[config.mk]
export PLATFORM = sky130hd
export DESIGN_NAME = trigger_daq_sequencer
export DESIGN_NICKNAME = d
export VERILOG_FILES = /design/src/rtl/trigger_ctrl_pkg.sv /design/src/rtl/sat_counter.sv /design/src/rtl/trigger_daq_sequencer.sv
export SDC_FILE = /design/constraint.sdc
export NUM_CORES = 1
export LEC_CHECK = 0
export ABC_CLOCK_PERIOD_IN_PS = 8450
export BUFFER_PORTS_ARGS = -buffer_cell sky130_fd_sc_hd__buf_2
export CAP_MARGIN = 25
export CORE_ASPECT_RATIO = 2
export CORE_UTILIZATION = 58
export CTS_BUF_LIST = sky130_fd_sc_hd__clkbuf_4
export CTS_CLUSTER_DIAMETER = 60
export DETAILED_ROUTE_END_ITERATION = 8
export PLACE_DENSITY = 0.83
export SYNTH_ARGS = -nofsm -noshare
export SYNTH_HDL_FRONTEND = slang
export SYNTH_SLANG_ARGS = --single-unit
[constraint.sdc]
create_clock -name clk -period 8.45 [get_ports clk]
set_input_delay 0.4225 -clock clk [delete_from_list [all_inputs] [get_ports clk]]
set_output_delay 0.4225 -clock clk [all_outputs]
set_load 0.02 [all_outputs]
[src/rtl/trigger_ctrl_pkg.sv]
// Shared definitions for the trigger/readout sequencer: FSM encodings,
// header error bit positions and counter widths.
package trigger_ctrl_pkg;

  typedef enum logic [2:0] {
    ST_IDLE     = 3'd0,
    ST_WAIT_PKT = 3'd1,
    ST_WAIT_DAQ = 3'd2,
    ST_CLEAR    = 3'd3,
    ST_REARM    = 3'd4
  } state_t;

  localparam int ERR_CRC = 0;
  localparam int ERR_ID  = 1;
  localparam int ERR_SEQ = 2;
  localparam int ERR_TMO = 3;
  localparam int ERR_W   = 4;

  localparam int TRIG_CNT_W = 32;
  localparam int ERR_CNT_W  = 16;
  localparam int SERIAL_W   = 32;

  function automatic logic [ERR_W-1:0] make_hdr_err(input logic tmo, input logic seq,
                                                    input logic id, input logic crc);
    logic [ERR_W-1:0] e;
    e          = '0;
    e[ERR_TMO] = tmo;
    e[ERR_SEQ] = seq;
    e[ERR_ID]  = id;
    e[ERR_CRC] = crc;
    return e;
  endfunction

endpackage

[src/rtl/sat_counter.sv]
// Up-counter that sticks at all-ones instead of wrapping; clear has priority.
module sat_counter #(
  parameter int WIDTH = 16
) (
  input  logic             clk,
  input  logic             reset,
  input  logic             clear,
  input  logic             inc,
  output logic [WIDTH-1:0] count
);

  always_ff @(posedge clk or posedge reset) begin
    if (reset) begin
      count <= '0;
    end else if (clear) begin
      count <= '0;
    end else if (inc && (count != {WIDTH{1'b1}})) begin
      count <= count + WIDTH'(1);
    end
  end

endmodule

[src/rtl/trigger_daq_sequencer.sv]
// Runs one trigger -> header -> readout -> busy_clear cycle around the trigger
// receiver and keeps slow-control error counters.
module trigger_daq_sequencer
  import trigger_ctrl_pkg::*;
#(
  parameter logic [7:0] SUBSYS_ID   = 8'h00,
  parameter int         TIMEOUT_CYC = 200000,
  parameter int         CLEAR_LEN   = 4
) (
  input  logic                  clk,
  input  logic                  reset,
  input  logic                  trigger,
  input  logic                  end_flag,
  input  logic                  crc_status,
  input  logic [7:0]            sub_system_id,
  input  logic [7:0]            trigger_type,
  input  logic [SERIAL_W-1:0]   trigger_serial,
  output logic                  busy_clear,
  output logic                  daq_trig,
  output logic                  hdr_valid,
  input  logic                  hdr_ready,
  output logic [7:0]            hdr_type,
  output logic [SERIAL_W-1:0]   hdr_serial,
  output logic [ERR_W-1:0]      hdr_err,
  input  logic                  daq_done,
  input  logic                  seq_resync,
  output logic [TRIG_CNT_W-1:0] trig_cnt,
  output logic [ERR_CNT_W-1:0]  crc_err_cnt,
  output logic [ERR_CNT_W-1:0]  seq_err_cnt,
  output logic [ERR_CNT_W-1:0]  lost_trig_cnt,
  output logic [2:0]            state_dbg
);

  // Header handshake: hdr_valid rises with stable hdr_type/hdr_serial/hdr_err,
  // which hold until the first cycle hdr_ready is sampled high; that cycle is
  // the transfer and hdr_valid drops on the following edge.

  state_t                state_q, state_n;
  logic                  trig_d, trig_edge;
  logic [31:0]           tmo_q, tmo_n;
  logic [7:0]            phase_q, phase_n;
  logic                  done_seen_q, done_seen_n;
  logic [SERIAL_W-1:0]   exp_serial_q, exp_serial_n;
  logic                  resync_pend_q, resync_pend_n;
  logic                  daq_trig_n, busy_clear_n, hdr_valid_n;
  logic [7:0]            hdr_type_n;
  logic [SERIAL_W-1:0]   hdr_serial_n;
  logic [ERR_W-1:0]      hdr_err_n;
  logic                  trig_inc, crc_inc, seq_inc, lost_inc;
  logic                  pkt_crc_err, pkt_id_err, pkt_seq_err;

  assign state_dbg   = state_q;
  assign pkt_crc_err = ~crc_status;
  assign pkt_id_err  = (sub_system_id != SUBSYS_ID);
  assign pkt_seq_err = (trigger_serial != exp_serial_q) & ~resync_pend_q;
  assign lost_inc    = trig_edge & (state_q != ST_IDLE);

  always_comb begin
    state_n       = state_q;
    tmo_n         = tmo_q;
    phase_n       = phase_q;
    done_seen_n   = done_seen_q;
    exp_serial_n  = exp_serial_q;
    resync_pend_n = resync_pend_q;
    daq_trig_n    = 1'b0;
    busy_clear_n  = busy_clear;
    hdr_valid_n   = hdr_valid;
    hdr_type_n    = hdr_type;
    hdr_serial_n  = hdr_serial;
    hdr_err_n     = hdr_err;
    trig_inc      = 1'b0;
    crc_inc       = 1'b0;
    seq_inc       = 1'b0;

    case (state_q)
      ST_IDLE: begin
        if (trig_edge) begin
          daq_trig_n = 1'b1;
          trig_inc   = 1'b1;
          tmo_n      = '0;
          state_n    = ST_WAIT_PKT;
        end
      end
      ST_WAIT_PKT: begin
        // end_flag takes priority over a timeout in the same cycle
        if (end_flag) begin
          hdr_type_n   = trigger_type;
          hdr_serial_n = trigger_serial;
          hdr_err_n    = make_hdr_err(1'b0, pkt_seq_err, pkt_id_err, pkt_crc_err);
          crc_inc      = pkt_crc_err;
          seq_inc      = pkt_seq_err;
          if (crc_status) begin
            exp_serial_n  = trigger_serial + 32'd1;
            resync_pend_n = 1'b0;
          end
          hdr_valid_n = 1'b1;
          done_seen_n = 1'b0;
          state_n     = ST_WAIT_DAQ;
        end else if (tmo_q == 32'(TIMEOUT_CYC - 1)) begin
          hdr_type_n   = 8'hFF;
          hdr_serial_n = exp_serial_q;
          hdr_err_n    = make_hdr_err(1'b1, 1'b0, 1'b0, 1'b0);
          hdr_valid_n  = 1'b1;
          done_seen_n  = 1'b0;
          state_n      = ST_WAIT_DAQ;
        end else begin
          tmo_n = tmo_q + 32'd1;
        end
      end
      ST_WAIT_DAQ: begin
        if (hdr_valid && hdr_ready) hdr_valid_n = 1'b0;
        if (daq_done) done_seen_n = 1'b1;
        if (!hdr_valid_n && done_seen_n) begin
          busy_clear_n = 1'b1;
          phase_n      = '0;
          state_n      = ST_CLEAR;
        end
      end
      ST_CLEAR: begin
        if (phase_q == 8'(CLEAR_LEN - 1)) begin
          busy_clear_n = 1'b0;
          phase_n      = '0;
          state_n      = ST_REARM;
        end else begin
          phase_n = phase_q + 8'd1;
        end
      end
      ST_REARM: begin
        // two low cycles so the receiver always sees a fresh rising edge
        if (phase_q == 8'd1) begin
          state_n = ST_IDLE;
        end else begin
          phase_n = phase_q + 8'd1;
        end
      end
      default: state_n = ST_IDLE;
    endcase

    if (seq_resync) resync_pend_n = 1'b1;
  end

  always_ff @(posedge clk or posedge reset) begin
    if (reset) begin
      state_q       <= ST_IDLE;
      trig_d        <= 1'b0;
      trig_edge     <= 1'b0;
      tmo_q         <= '0;
      phase_q       <= '0;
      done_seen_q   <= 1'b0;
      exp_serial_q  <= '0;
      resync_pend_q <= 1'b1;
      daq_trig      <= 1'b0;
      busy_clear    <= 1'b0;
      hdr_valid     <= 1'b0;
      hdr_type      <= '0;
      hdr_serial    <= '0;
      hdr_err       <= '0;
      trig_cnt      <= '0;
    end else begin
      state_q       <= state_n;
      trig_d        <= trigger;
      trig_edge     <= trigger & ~trig_d;
      tmo_q         <= tmo_n;
      phase_q       <= phase_n;
      done_seen_q   <= done_seen_n;
      exp_serial_q  <= exp_serial_n;
      resync_pend_q <= resync_pend_n;
      daq_trig      <= daq_trig_n;
      busy_clear    <= busy_clear_n;
      hdr_valid     <= hdr_valid_n;
      hdr_type      <= hdr_type_n;
      hdr_serial    <= hdr_serial_n;
      hdr_err       <= hdr_err_n;
      if (trig_inc) trig_cnt <= trig_cnt + 32'd1;
    end
  end

  sat_counter #(.WIDTH(ERR_CNT_W)) u_crc_cnt (
    .clk(clk), .reset(reset), .clear(1'b0), .inc(crc_inc), .count(crc_err_cnt)
  );

  sat_counter #(.WIDTH(ERR_CNT_W)) u_seq_cnt (
    .clk(clk), .reset(reset), .clear(1'b0), .inc(seq_inc), .count(seq_err_cnt)
  );

  sat_counter #(.WIDTH(ERR_CNT_W)) u_lost_cnt (
    .clk(clk), .reset(reset), .clear(1'b0), .inc(lost_inc), .count(lost_trig_cnt)
  );

endmodule

# [After elaboration in Yosys (flattened, before gate mapping)]
# Cells that the tools add are included.
[op_classes] addsub=7 bitwise_logic=6 mux=44 eq_ne=19 n_reduce_logical=25
[ops] op="two-way mux 32 bit" count=5
[ops] op="adder 32 x 1 -> 32 bit, second input constant" count=3
[ops] op="case mux 32 bit (2 select lines)" count=1
[ops] op="adder 16 x 1 -> 16 bit, second input constant" count=3
[ops] op="!= test 16 bit, second input constant" count=3
[ops] op="two-way mux 8 bit" count=5
[ops] op="== test 32 x 18 -> 1 bit, second input constant" count=1
[ops] op="!= test 32 bit" count=1
[ops] op="case mux 8 bit (3 select lines)" count=1
[ops] op="two-way mux 1 bit" count=20
[ops] op="two-way mux 3 bit" count=6
[ops] op="case mux 3 bit (5 select lines)" count=1
[ops] op="!= test 2 bit, second input constant" count=7
[ops] op="nonzero test 2 bit" count=7
[ops] op="AND reduction 3 bit" count=4
[ops] op="adder 8 x 1 -> 8 bit, second input constant" count=1
[ops] op="== test 8 x 1 -> 1 bit, second input constant" count=1
[ops] op="== test 8 x 2 -> 1 bit, second input constant" count=1
[ops] op="two-way mux 4 bit" count=2
[ops] op="nonzero test 8 bit" count=1
[ops] op="== test 3 x 2 -> 1 bit, second input constant" count=2
[ops] op="case mux 1 bit (2 select lines)" count=3
[ops] op="nonzero test 3 bit" count=2
[ops] op="logical AND 1 bit" count=5
[ops] op="other kinds (10)" count=15
[word_totals] word_cells=119 ff_bits=206

# [Logic depth before layout (Yosys ltp)]
# Gate-level depths: netlist of the first run.
[depth] ltp_word=7 ltp_mapped=9

# [Cells and area by module]
# From an unflattened synthesis of the first run, not the netlist that was laid out.
[hier_totals] cells_unflattened=1120 area_unflattened_um2=11126.9
[by_module_without_submodules] mod="trigger_daq_sequencer" area_per_inst_um2=8330.5 seq_area_each_um2=3955.0 instances=1 cells_each=817
[by_module_without_submodules] mod="sat_counter" area_per_inst_um2=932.1 seq_area_each_um2=400.4 instances=3 cells_each=101

# [Worst setup path before layout of the first run]
# No wires, ideal clock.
[synth_path] path_kind="register to register" startpoint="register tmo_q[0]" endpoint="register tmo_q[10]" path_slack_ns=6.133 arrival_time_ns=2.238 stages_incl_launch_ff=9 setup_ns=0.079 required_time_ns=8.371 period_less_slack_ns=2.317 path_cell_list="dfrtp_1 -> ha_1 -> and2_1 -> or4b_2 -> or4_1 -> buf_2 -> and2_4 -> nand4_1 -> mux2i_1"
[synth_via] elab_chain_len=4 elab_cells_between_ends=7
[synth_rtl] element="from (decl)" line_no="trigger_daq_sequencer.sv:40" rtl="logic [31:0] tmo_q, tmo_n;"
[synth_rtl] element="from (signal assigned)" line_no="trigger_daq_sequencer.sv:163" rtl="tmo_q <= tmo_n;"
[synth_rtl] element="adder 32 x 1 -> 32 bit" line_no="trigger_daq_sequencer.sv:107" rtl="tmo_n = tmo_q + 32'd1;"
[synth_rtl] element="two-way mux 32 bit" line_no="trigger_daq_sequencer.sv:99" rtl="end else if (tmo_q == 32'(TIMEOUT_CYC - 1)) begin"
[synth_rtl] element="two-way mux 32 bit" line_no="trigger_daq_sequencer.sv:86" rtl="if (end_flag) begin"
[synth_rtl] element="case mux 32 bit (2 select lines)" line_no="trigger_daq_sequencer.sv:75" rtl="case (state_q)"
# Parallel ways exist; a longest one is shown, timed or not. The select of a mux whose other input is x is not followed.
# A chain may end at the register's enable or synchronous reset.

# [Final worst setup path of the first run]
[layout_path] startpoint="register state_q[0], in the netlist state_dbg[0]" endpoint="register trig_cnt[27]"
[layout_via] elab_chain_len=2
[layout_rtl] element="from (decl)" line_no="trigger_daq_sequencer.sv:38" rtl="state_t state_q, state_n;"
[layout_rtl] element="from (signal assigned)" line_no="trigger_daq_sequencer.sv:160" rtl="state_q <= state_n;"
[layout_rtl] element="logical NOT 3 bit" line_no="trigger_daq_sequencer.sv:75"
[layout_rtl] element="two-way mux 1 bit" line_no="trigger_daq_sequencer.sv:75"
[layout_rtl] element="to (signal assigned)" line_no="trigger_daq_sequencer.sv:174" rtl="if (trig_inc) trig_cnt <= trig_cnt + 32'd1;"
[layout_rtl] element="to (decl)" line_no="trigger_daq_sequencer.sv:27" rtl="output logic [TRIG_CNT_W-1:0] trig_cnt,"
# No other way between the ends.

==> results_dict.tcl, run 1 <==
set metrics [dict create \
    outcome "complete, but fails checks" \
    violations "hold timing" \
    cp_max_fo 37 \
    worst_pin_slew_ns 0.8922 \
    synth_edf_count 0 \
    die_h_um 188.6 \
    wire_per_inst_um 17.21 \
    core_area_um2 16930 \
    area_growth_pct 17.09 \
    clock_path_buffers 3 \
    cp.depth 7 \
    netlist_area_um2 10100 \
    p_per_area_nw_per_um2 262.3 \
    yosysWarnings 0 \
    crit_start "state_dbg[0]" \
    clk_pin_slew_worst_paths_ns 0.07 \
    setup.worst_path.end_class "register" \
    slew_headroom 0.4052 \
    gp_congestion 0.9089 \
    grt_usage 0.2874 \
    start_util 0.5965 \
    fin_nets 1275 \
    crit_arrival_ns 3.72 \
    drtIter0Drc 300 \
    cts.sinks 206 \
    cts_setup_buffers 0 \
    ys_seq_elements 206 \
    finalSetupTns_ns 0 \
    critPathRequiredTime_ns 8.94 \
    ios 186 \
    portBuffers 185 \
    grt_max_degree 129 \
    final_core_util 0.6985 \
    r2r_slack_ns 5.22 \
    cts-buffers-inserted 45 \
    min_path_type "input port to asynchronous set/reset pin" \
    finClkSkew_ns 0.02299 \
    rr_startpoint "state_dbg[0]" \
    synth_fp_nets 1072 \
    synth_top_area_share 0.5079 \
    setup_viol 0 \
    drc 0 \
    drv_cap 0 \
    synth_area_leaders "dfrtp_1, xor2_1, xnor2_1, nand2_1, nor2_1" \
    drive_gt1_frac 0.2310 \
    synth_cells 1008 \
    cts_tree "built" \
    endpoint "trig_cnt[27]" \
    cp-start-kind "register" \
    antenna_found_initial 1 \
    grt_pass1_wl_um 40380 \
    htreeDepth 2 \
    synth_top_area_cell "dfrtp_1" \
    ff2ff_path_depth 7 \
    place_inst 1366 \
    firstDrtPassIters 5 \
    max_stage_delay_ns 0.63 \
    viasPerCell 5.754 \
    antenna_left 0 \
    clock.fmax_ghz 0.3093 \
    dp_hpwl_um 18120 \
    grt_overflow 0 \
    die_width_um 95.32 \
    fin_cells 1446 \
    post-route-period-util 0.3826 \
    vias 8320 \
    syn_avg_cell_area_um2 10.02 \
    crit_family "simple AND/OR/NAND/NOR gates" \
    rows 67 \
    finalWirelength_um 24890 \
    die_area_um2 17980 \
    final_max_slew_viol_count 0 \
    cts-root-buf "clkbuf_4" \
    synth.distinct_cells 55 \
    rsz0062_at_grt "false" \
    rr_endpoint "trig_cnt[27]" \
    critPathKind "register to register" \
    async_reset_ff_frac 1.000 \
    power_leakage_nw 5.818 \
    peakVddDrop_uv 183.6 \
    crit_buf_inv 1 \
    clk-insertion-delay-late_ns 0.61 \
    min_period_ns 3.233 \
    synth_top_flop_cell "dfrtp_1" \
    grt_pass1_vias 8521 \
    yosysSeqAreaShare 0.5105 \
    crit_slowest_cell "nor4_2" \
    hold_viol 27 \
    whs_ns -0.02168 \
    crit_chain "nor3_2 -> nand2_1 -> inv_2 -> nand4_1 -> nor4_2 -> nand3_1 -> xnor2_1" \
]
==> timing repair <==
item,4_1_cts,5_1_grt
resized for setup,0,0
hold buffers,2,0
endpoints found under the hold margin,2,0
==> how the worst min path moves through the flow <==
stage	start	endpoint	slack [ns]
floorplan	trig_d	trig_edge	0.38
global placement	trig_d	trig_edge	0.39
detailed placement	trig_d	trig_edge	0.40
CTS	reset	trig_cnt[21]	0.002
global route	trigger_type[4]	hdr_type[4]	0.01
finish	reset	trig_cnt[21]	-0.02
==> power breakdown <==
part	leakage (nW)	internal, W	switching, W
combinational	2.80	0.000331	0.000557
clock	0.346	0.000412	0.000376
sequential	2.67	0.00122	0.000212
==> state kept, by name, summed over array words and instances, names as in the netlist, 8 cells and up <==
register	count
u_seq_cnt.count	16
trig_cnt	32
tmo_q	32
hdr_type	8
u_crc_cnt.count	16
exp_serial_q	32
u_lost_cnt.count	16
phase_q	8
hdr_serial	32
==> area by class of cell <==
cell class,instances,area [µm²]
antenna,1,2.502
clock buffer,65,488.0
clock inverter,9,88.84
fill,1347,5106
inverter,13,56.30
multi-input combinational,752,4740
sequential,206,5156
tap,207,259.0
timing repair buffer,193,1037
==> layer usage <==
layer / global-route usage / part of all wire
met5: 0 / 0
met4: 0.1976 / 0.062
met3: 0.04036 / 0.045
met2: 0.5239 / 0.56
met1: 0.2878 / 0.33
==> metrics by stage <==
stage	total power [W]	instance area [µm²]	setup slack, ns	hold WS, ns
global placement	0.002294	11160	5.190	0.3942
floorplan	0.002003	10100	2.405	0.3777
CTS	0.003130	11760	5.248	0.002465
global route	0.003293	11830	4.997	0.01489
detailed placement	0.002330	11160	5.167	0.3993
finish	0.003103	11830	5.217	-0.02168
==> cells by family (layout without fill, tap and decap cells) <==
group | after synthesis | count (layout) | synth area share
buf+inv | 50 | 280 | 0.02118
fa+ha+maj | 8 | 8 | 0.009910
mux | 38 | 38 | 0.03815
other cells | 0 | 1 | 0
compound gates | 123 | 123 | 0.06974
xor+xnor | 162 | 162 | 0.1405
simple gates | 421 | 421 | 0.2101
flops | 206 | 206 | 0.5105
==> cell usage in the layout, fill, tap and decap left out, drive strengths merged, types with 8 or more instances in the layout <==
master	netlist	routed
and4	10	10
and3	32	32
xnor2	69	69
nand2	105	105
nor4	21	21
a21oi	44	44
nor2	96	96
mux2i	34	34
buf	13	190
dfrtp	205	205
nand4	38	38
nor3	25	25
xor2	93	93
clkbuf	24	66
inv	13	14
o21ai	50	50
nand3	56	56
ha	8	8
or3	8	8
==> worst register-to-register path, delay by kind of cell (launching register included) <==
family | cells | cell delay [ns]
buf+inv | 1 | 0.53
xor+xnor | 1 | 0.16
flops | 1 | 0.56
simple gates | 5 | 1.87
==> synth_stat cells, types with 2 or more instances <==
library cell    n
ha_1            8
nand2b_1        3
xor2_1         93
or2_2           5
mux2i_1        34
nor4b_1         3
o21ai_1         7
a21oi_1        44
and4_1         10
and3_1         32
nor3_2          3
o21ai_0        42
buf_1           6
o21bai_1        2
buf_6           2
a211oi_1        2
dfrtp_1       205
nor3_1         21
nand3_1        56
o21a_1          2
xnor2_1        69
a31oi_1         5
nor4_2          2
or4_1           2
mux2_2          4
and2_1          5
o31ai_1         3
clkbuf_2        2
clkbuf_1       22
nand2_1       105
nor2_1         96
inv_1          12
nor2b_1         7
a21o_1          2
nand4_1        38
or3_1           8
buf_2           4
o22a_1          7
nor4_1         19
No activity file was read; power rests on OpenSTA's default activity.
==> run 2, diff against run 1 <==
--- a/config.mk
+++ b/config.mk
@@ -5,15 +5,15 @@
 export SDC_FILE = /design/constraint.sdc
 export NUM_CORES = 1
 export LEC_CHECK = 0
-export ABC_CLOCK_PERIOD_IN_PS = 8450
+export ABC_CLOCK_PERIOD_IN_PS = 2700
 export BUFFER_PORTS_ARGS = -buffer_cell sky130_fd_sc_hd__buf_2
 export CAP_MARGIN = 25
 export CORE_ASPECT_RATIO = 2
-export CORE_UTILIZATION = 58
+export CORE_UTILIZATION = 52
 export CTS_BUF_LIST = sky130_fd_sc_hd__clkbuf_4
 export CTS_CLUSTER_DIAMETER = 60
 export DETAILED_ROUTE_END_ITERATION = 8
-export PLACE_DENSITY = 0.83
+export PLACE_DENSITY = 0.78
 export SYNTH_ARGS = -nofsm -noshare
 export SYNTH_HDL_FRONTEND = slang
 export SYNTH_SLANG_ARGS = --single-unit
==> constraint.sdc (replaced) <==
create_clock -name clk -period 2.7 [get_ports clk]
set_input_delay 0.135 -clock clk [delete_from_list [all_inputs] [get_ports clk]]
set_output_delay 0.135 -clock clk [all_outputs]
set_load 0.02 [all_outputs]
==> run 2 against run 1 <==
Compared with the run above: the flow now finishes without violations; clock power grew to 3.0 times the previous value; sequential cell count stayed put; sequential share of layout area is 2.6 points lower; setup slack worse by 5.1 ns; global-route usage is 1.8 points lower; largest cell class unchanged.
==> results_dict.tcl, run 2 (synthesis results as in run 1) <==
set metrics [dict create \
    outcome "finished clean" \
    sw_frac_of_total 0.3825 \
    slew_headroom 0.4731 \
    crit_start "trigger_serial[0]" \
    power_leakage_nw 6.134 \
    cts.sinks 206 \
    htreeDepth 2 \
    dp_hpwl_um 18270 \
    cts_tree "built" \
    cp-start-kind "input port" \
    mostFrequentLayoutCell "dfrtp_1" \
    clock.fmax_ghz 0.3890 \
    pwr-share-comb 0.307 \
    holdPathStages 4 \
    grt_max_degree 70 \
    rr_startpoint "tmo_q[0]" \
    gp_congestion 0.9436 \
    clk-insertion-delay-late_ns 0.67 \
    worst_pin_slew_ns 0.7887 \
    final_max_slew_viol_count 0 \
    endpoint "exp_serial_q[24]" \
    r2r_slack_ns 0.21 \
    p_switching_w 0.003759 \
    area_growth_pct 24.39 \
    drv_cap 0 \
    cts_hold_buf 58 \
    crit_arrival_ns 3.17 \
    wire_per_inst_um 16.73 \
    fin_nets 1351 \
    start_util 0.5338 \
    setup.worst_path.end_class "register" \
    critPathKind "input port to register" \
    cts-buffers-inserted 49 \
    finClkSkew_ns 0.04682 \
    power_frac_seq 0.451 \
    cts-root-buf "clkbuf_4" \
    clk_pin_slew_worst_paths_ns 0.07 \
    firstDrtPassIters 5 \
    mostFrequentLayoutCells "dfrtp_1, buf_2, nand2_1, nor2_1, xor2_1" \
    rr_endpoint "tmo_q[10]" \
    die_area_um2 20020 \
    critPathRequiredTime_ns 3.30 \
    antenna_left 0 \
    cts_resized 0 \
    cts_setup_buffers 0 \
    rsz0062_at_grt "false" \
    cp_max_fo 5 \
    setup_viol 0 \
    grt_pass1_wl_um 42100 \
    drtIter0Drc 308 \
    peakVddDrop_uv 590.6 \
    final_core_util 0.6640 \
    viasPerCell 5.442 \
    portBuffers 185 \
    p_per_area_nw_per_um2 782.1 \
    hold_viol 0 \
    drive_gt1_frac 0.2315 \
    ios 186 \
    power_w 0.009827 \
    clock_path_buffers 3 \
    grt_pass1_vias 8858 \
    finalWirelength_um 26400 \
    post-route-period-util 0.9521 \
    min_path_type "input port to register" \
    vias 8587 \
    min_period_ns 2.571 \
    drc 0 \
    die_width_um 100.6 \
    grt_usage 0.2698 \
    rows 71 \
    grt_overflow 0 \
    p_clk_frac 0.242 \
    ff2ff_path_depth 7 \
    antenna_found_initial 1 \
    die_h_um 199.1 \
    core_area_um2 18920 \
    p_int_w 0.006068 \
]
## run 2: worst min path at each step
stage | start | end | slack (ns)
after floorplan | trigger | trig_d | 0.17
after global placement | trigger | trig_d | 0.25
after detailed placement | trigger | trig_d | 0.26
after CTS | end_flag | hdr_err[0] | 0.002
after global routing | sub_system_id[6] | hdr_err[1] | 0.01
final | end_flag | hdr_err[0] | 0.04
## run 2: final cells by class
class | count | area [µm²]
antenna | 1 | 2.502
clock buffer | 63 | 473.0
clock inverter | 23 | 100.1
fill | 1493 | 6357
inverter | 13 | 52.55
multi-input combinational | 752 | 4740
sequential | 206 | 5156
tap | 255 | 319.1
timing repair buffer | 265 | 1722
## run 2: metrics by stage
step	TNS (ns)	worst slack (ns)	hold slack, ns	cells	area (µm²)
floorplan	-21.82	-0.1064	0.1664	1008	10100
CTS	0	0.1865	0.002041	1577	12560
global route	0	0.03681	0.01379	1578	12560
detailed placement	0	0.2023	0.2594	1433	11410
finish	0	0.1294	0.03652	1578	12560
global placement	0	0.2525	0.2546	1433	11410
## run 2: critical path, stage by stage
cell           delay, ns
dlygate4sd3_1       0.53
buf_2               0.17
ha_1                0.23
nand4_1             0.19
or2_2               0.35
nor3_1              0.55
nand2_1             0.16
xor2_1              0.16
dlygate4sd3_1       0.56
a21oi_1             0.14
## run 2: per-layer routing
metal,track usage,share of wire,vias up
li1,-,-,4087
met1,0.2681,0.35,4131
met2,0.5058,0.55,272
met3,0.04302,0.042,97
met4,0.1766,0.059,0
met5,0,0,-
## run 2: power groups by stage
stage	registers, W	clock network (W)	logic (W)
3_3_place_gp	0.00443	0	0.00285
3_5_place_dp	0.00447	0	0.00294
6_report	0.00443	0.00238	0.00302
2_1_floorplan	0.00487	0	0.00140
4_1_cts	0.00442	0.00247	0.00301
5_1_grt	0.00452	0.00260	0.00331
==> run 3, diff against run 2 <==
--- a/config.mk
+++ b/config.mk
@@ -13,6 +13,7 @@
 export CTS_BUF_LIST = sky130_fd_sc_hd__clkbuf_4
 export CTS_CLUSTER_DIAMETER = 60
 export DETAILED_ROUTE_END_ITERATION = 8
+export GPL_ROUTABILITY_DRIVEN = 0
 export PLACE_DENSITY = 0.78
 export SYNTH_ARGS = -nofsm -noshare
 export SYNTH_HDL_FRONTEND = slang
==> constraint.sdc (replaced) <==
create_clock -name clk -period 2.7 [get_ports clk]
set_input_delay 0.54 -clock clk [delete_from_list [all_inputs] [get_ports clk]]
set_output_delay 0.54 -clock clk [all_outputs]
set_load 0.02 [all_outputs]
==> run 3 against run 2 <==
Compared with the run above: sequential cell count is the same; via count shrank 2.0%; combinational power shrank 4%; die area is the same.
==> results_dict.tcl, run 3 (synthesis results as in run 1) <==
set metrics [dict create \
    power_leakage_nw 5.914 \
    cp_max_fo 7 \
    crit_chain "ha_1 -> and2_1 -> or4b_2 -> or4_1 -> and2_4 -> nand4_1 -> mux2i_1" \
    start_util 0.5338 \
    multi_input_area_um2 4740 \
    cts-root-buf "clkbuf_4" \
    clk_pin_slew_worst_paths_ns 0.07 \
    rsz0062_at_grt "false" \
    whs_ns 0.09049 \
    viasPerCell 5.519 \
    ios 186 \
    critPathKind "register to register" \
    area_growth_pct 19.35 \
    preCtsSetupSlack_ns 0.2133 \
    worst_slack_ns 0.1736 \
    crit_slowest_cell "or4b_2" \
    drtIter0Drc 320 \
    firstDrtPassIters 4 \
    rr_startpoint "tmo_q[0]" \
    antenna_found_initial 2 \
    vias 8417 \
    min_path_type "input port to register" \
    cts_resized 0 \
    grt_pass1_wl_um 40100 \
    drv_cap 0 \
    clock_path_buffers 3 \
    min_period_ns 2.526 \
    grt_max_degree 83 \
    cp-start-kind "register" \
    crit_start "tmo_q[0]" \
    mostFrequentLayoutCells "dfrtp_1, buf_2, nand2_1, nor2_1, xor2_1" \
    nFillCells 1620 \
    register_area_um2 5156 \
    cts_setup_buffers 0 \
    crit_arrival_ns 3.08 \
    place_inst 1432 \
    rows 71 \
    drc 0 \
    slew_headroom 0.5939 \
    hold_viol 0 \
    cts_tree "built" \
    grt_overflow 0 \
    cts-buffers-inserted 48 \
    dp_hpwl_um 18120 \
    final_max_slew_viol_count 0 \
    power_w 0.009815 \
    peakVddDrop_uv 502.5 \
    fin_nets 1293 \
    die_width_um 100.6 \
    finalSetupTns_ns 0 \
    clock.fmax_ghz 0.3958 \
    worst_pin_slew_ns 0.6064 \
    die_area_um2 20020 \
    finalWirelength_um 25020 \
    outcome "finished clean" \
    setup.worst_path.end_class "register" \
    max_stage_delay_ns 0.59 \
    die_h_um 199.1 \
    post-route-period-util 0.9357 \
    portBuffers 185 \
    setup_viol 0 \
    grt_usage 0.2560 \
    clk-insertion-delay-late_ns 0.66 \
    mostFrequentLayoutCell "dfrtp_1" \
    core_area_um2 18920 \
    p_per_area_nw_per_um2 814.2 \
    grt_pass1_vias 8543 \
    wire_per_inst_um 16.41 \
    cts.sinks 206 \
    finClkSkew_ns 0.03454 \
    fin_cells 1525 \
    antenna_left 0 \
    critPathRequiredTime_ns 3.26 \
    drive_gt1_frac 0.2390 \
    min-delay-start "seq_resync" \
    htreeDepth 2 \
]
-- run 3: changes by cell type in the layout (fill, tap and decap cells not counted), sizes merged --
cell,delta
clkinv,+1
buf,-1
clkinvlp,-1
clkbuf,+4
diode,+1
inv,-2
bufinv,+1
dlygate4sd3,-56
-- run 3: path summary, 6_finish.rpt --
path	end	slack, ns	depth (start not counted)
min in group asynchronous	hdr_type[4]	0.37	3
max	tmo_q[10]	0.17	7
max reg2reg	tmo_q[10]	0.17	7
max in group asynchronous	u_lost_cnt.count[0]	1.68	4
min reg2reg	trig_edge	0.41	1
min	resync_pend_q	0.09	2
-- run 3: final cells by class --
class,instances,share of cell area
flip-flops and latches,206,0.4277
multi-input cells,752,0.3932
repair buffers,208,0.09673
clock buffers,67,0.04172
well taps,255,0.02647
clock inverters,22,0.009445
inverters,13,0.004359
diodes,2,0.0004152
-- run 3: what timing repair did --
item                                    CTS  global route
hold buffers                              2             0
endpoints found under the hold margin     2             0
endpoints found under the setup margin    0             0
-- run 3: critical path, delay by kind of cell, from the launching register on --
family	cells	cell delay, ns
and+or+nand+nor	5	1.68
muxes	1	0.18
adders and majority gates	1	0.18
DFF	1	0.38
-- run 3: report_power, final --
group / internal (W) / leakage [nW] / total, W / switching, W
clock: 0.00125 / 0.365 / 0.00251 / 0.00126
combinational: 0.00110 / 2.88 / 0.00291 / 0.00181
sequential: 0.00380 / 2.67 / 0.00440 / 0.000594
-- run 3: through the flow --
step,utilization,area (µm²)
2_1_floorplan,-,10100
3_3_place_gp,0.6032,11410
3_5_place_dp,0.6032,11410
4_1_cts,0.6368,12050
5_1_grt,0.6371,12060
6_report,0.6371,12060
-- run 3: layer usage --
metal | vias to the layer above | share of wire | routed length (µm) | GRT usage
met5 | - | 0 | 0 | 0
met4 | 0 | 0.059 | 1479 | 0.1718
met3 | 85 | 0.035 | 887 | 0.03813
met2 | 249 | 0.55 | 13770 | 0.4805
met1 | 4095 | 0.36 | 8883 | 0.2540
li1 | 3988 | - | - | -
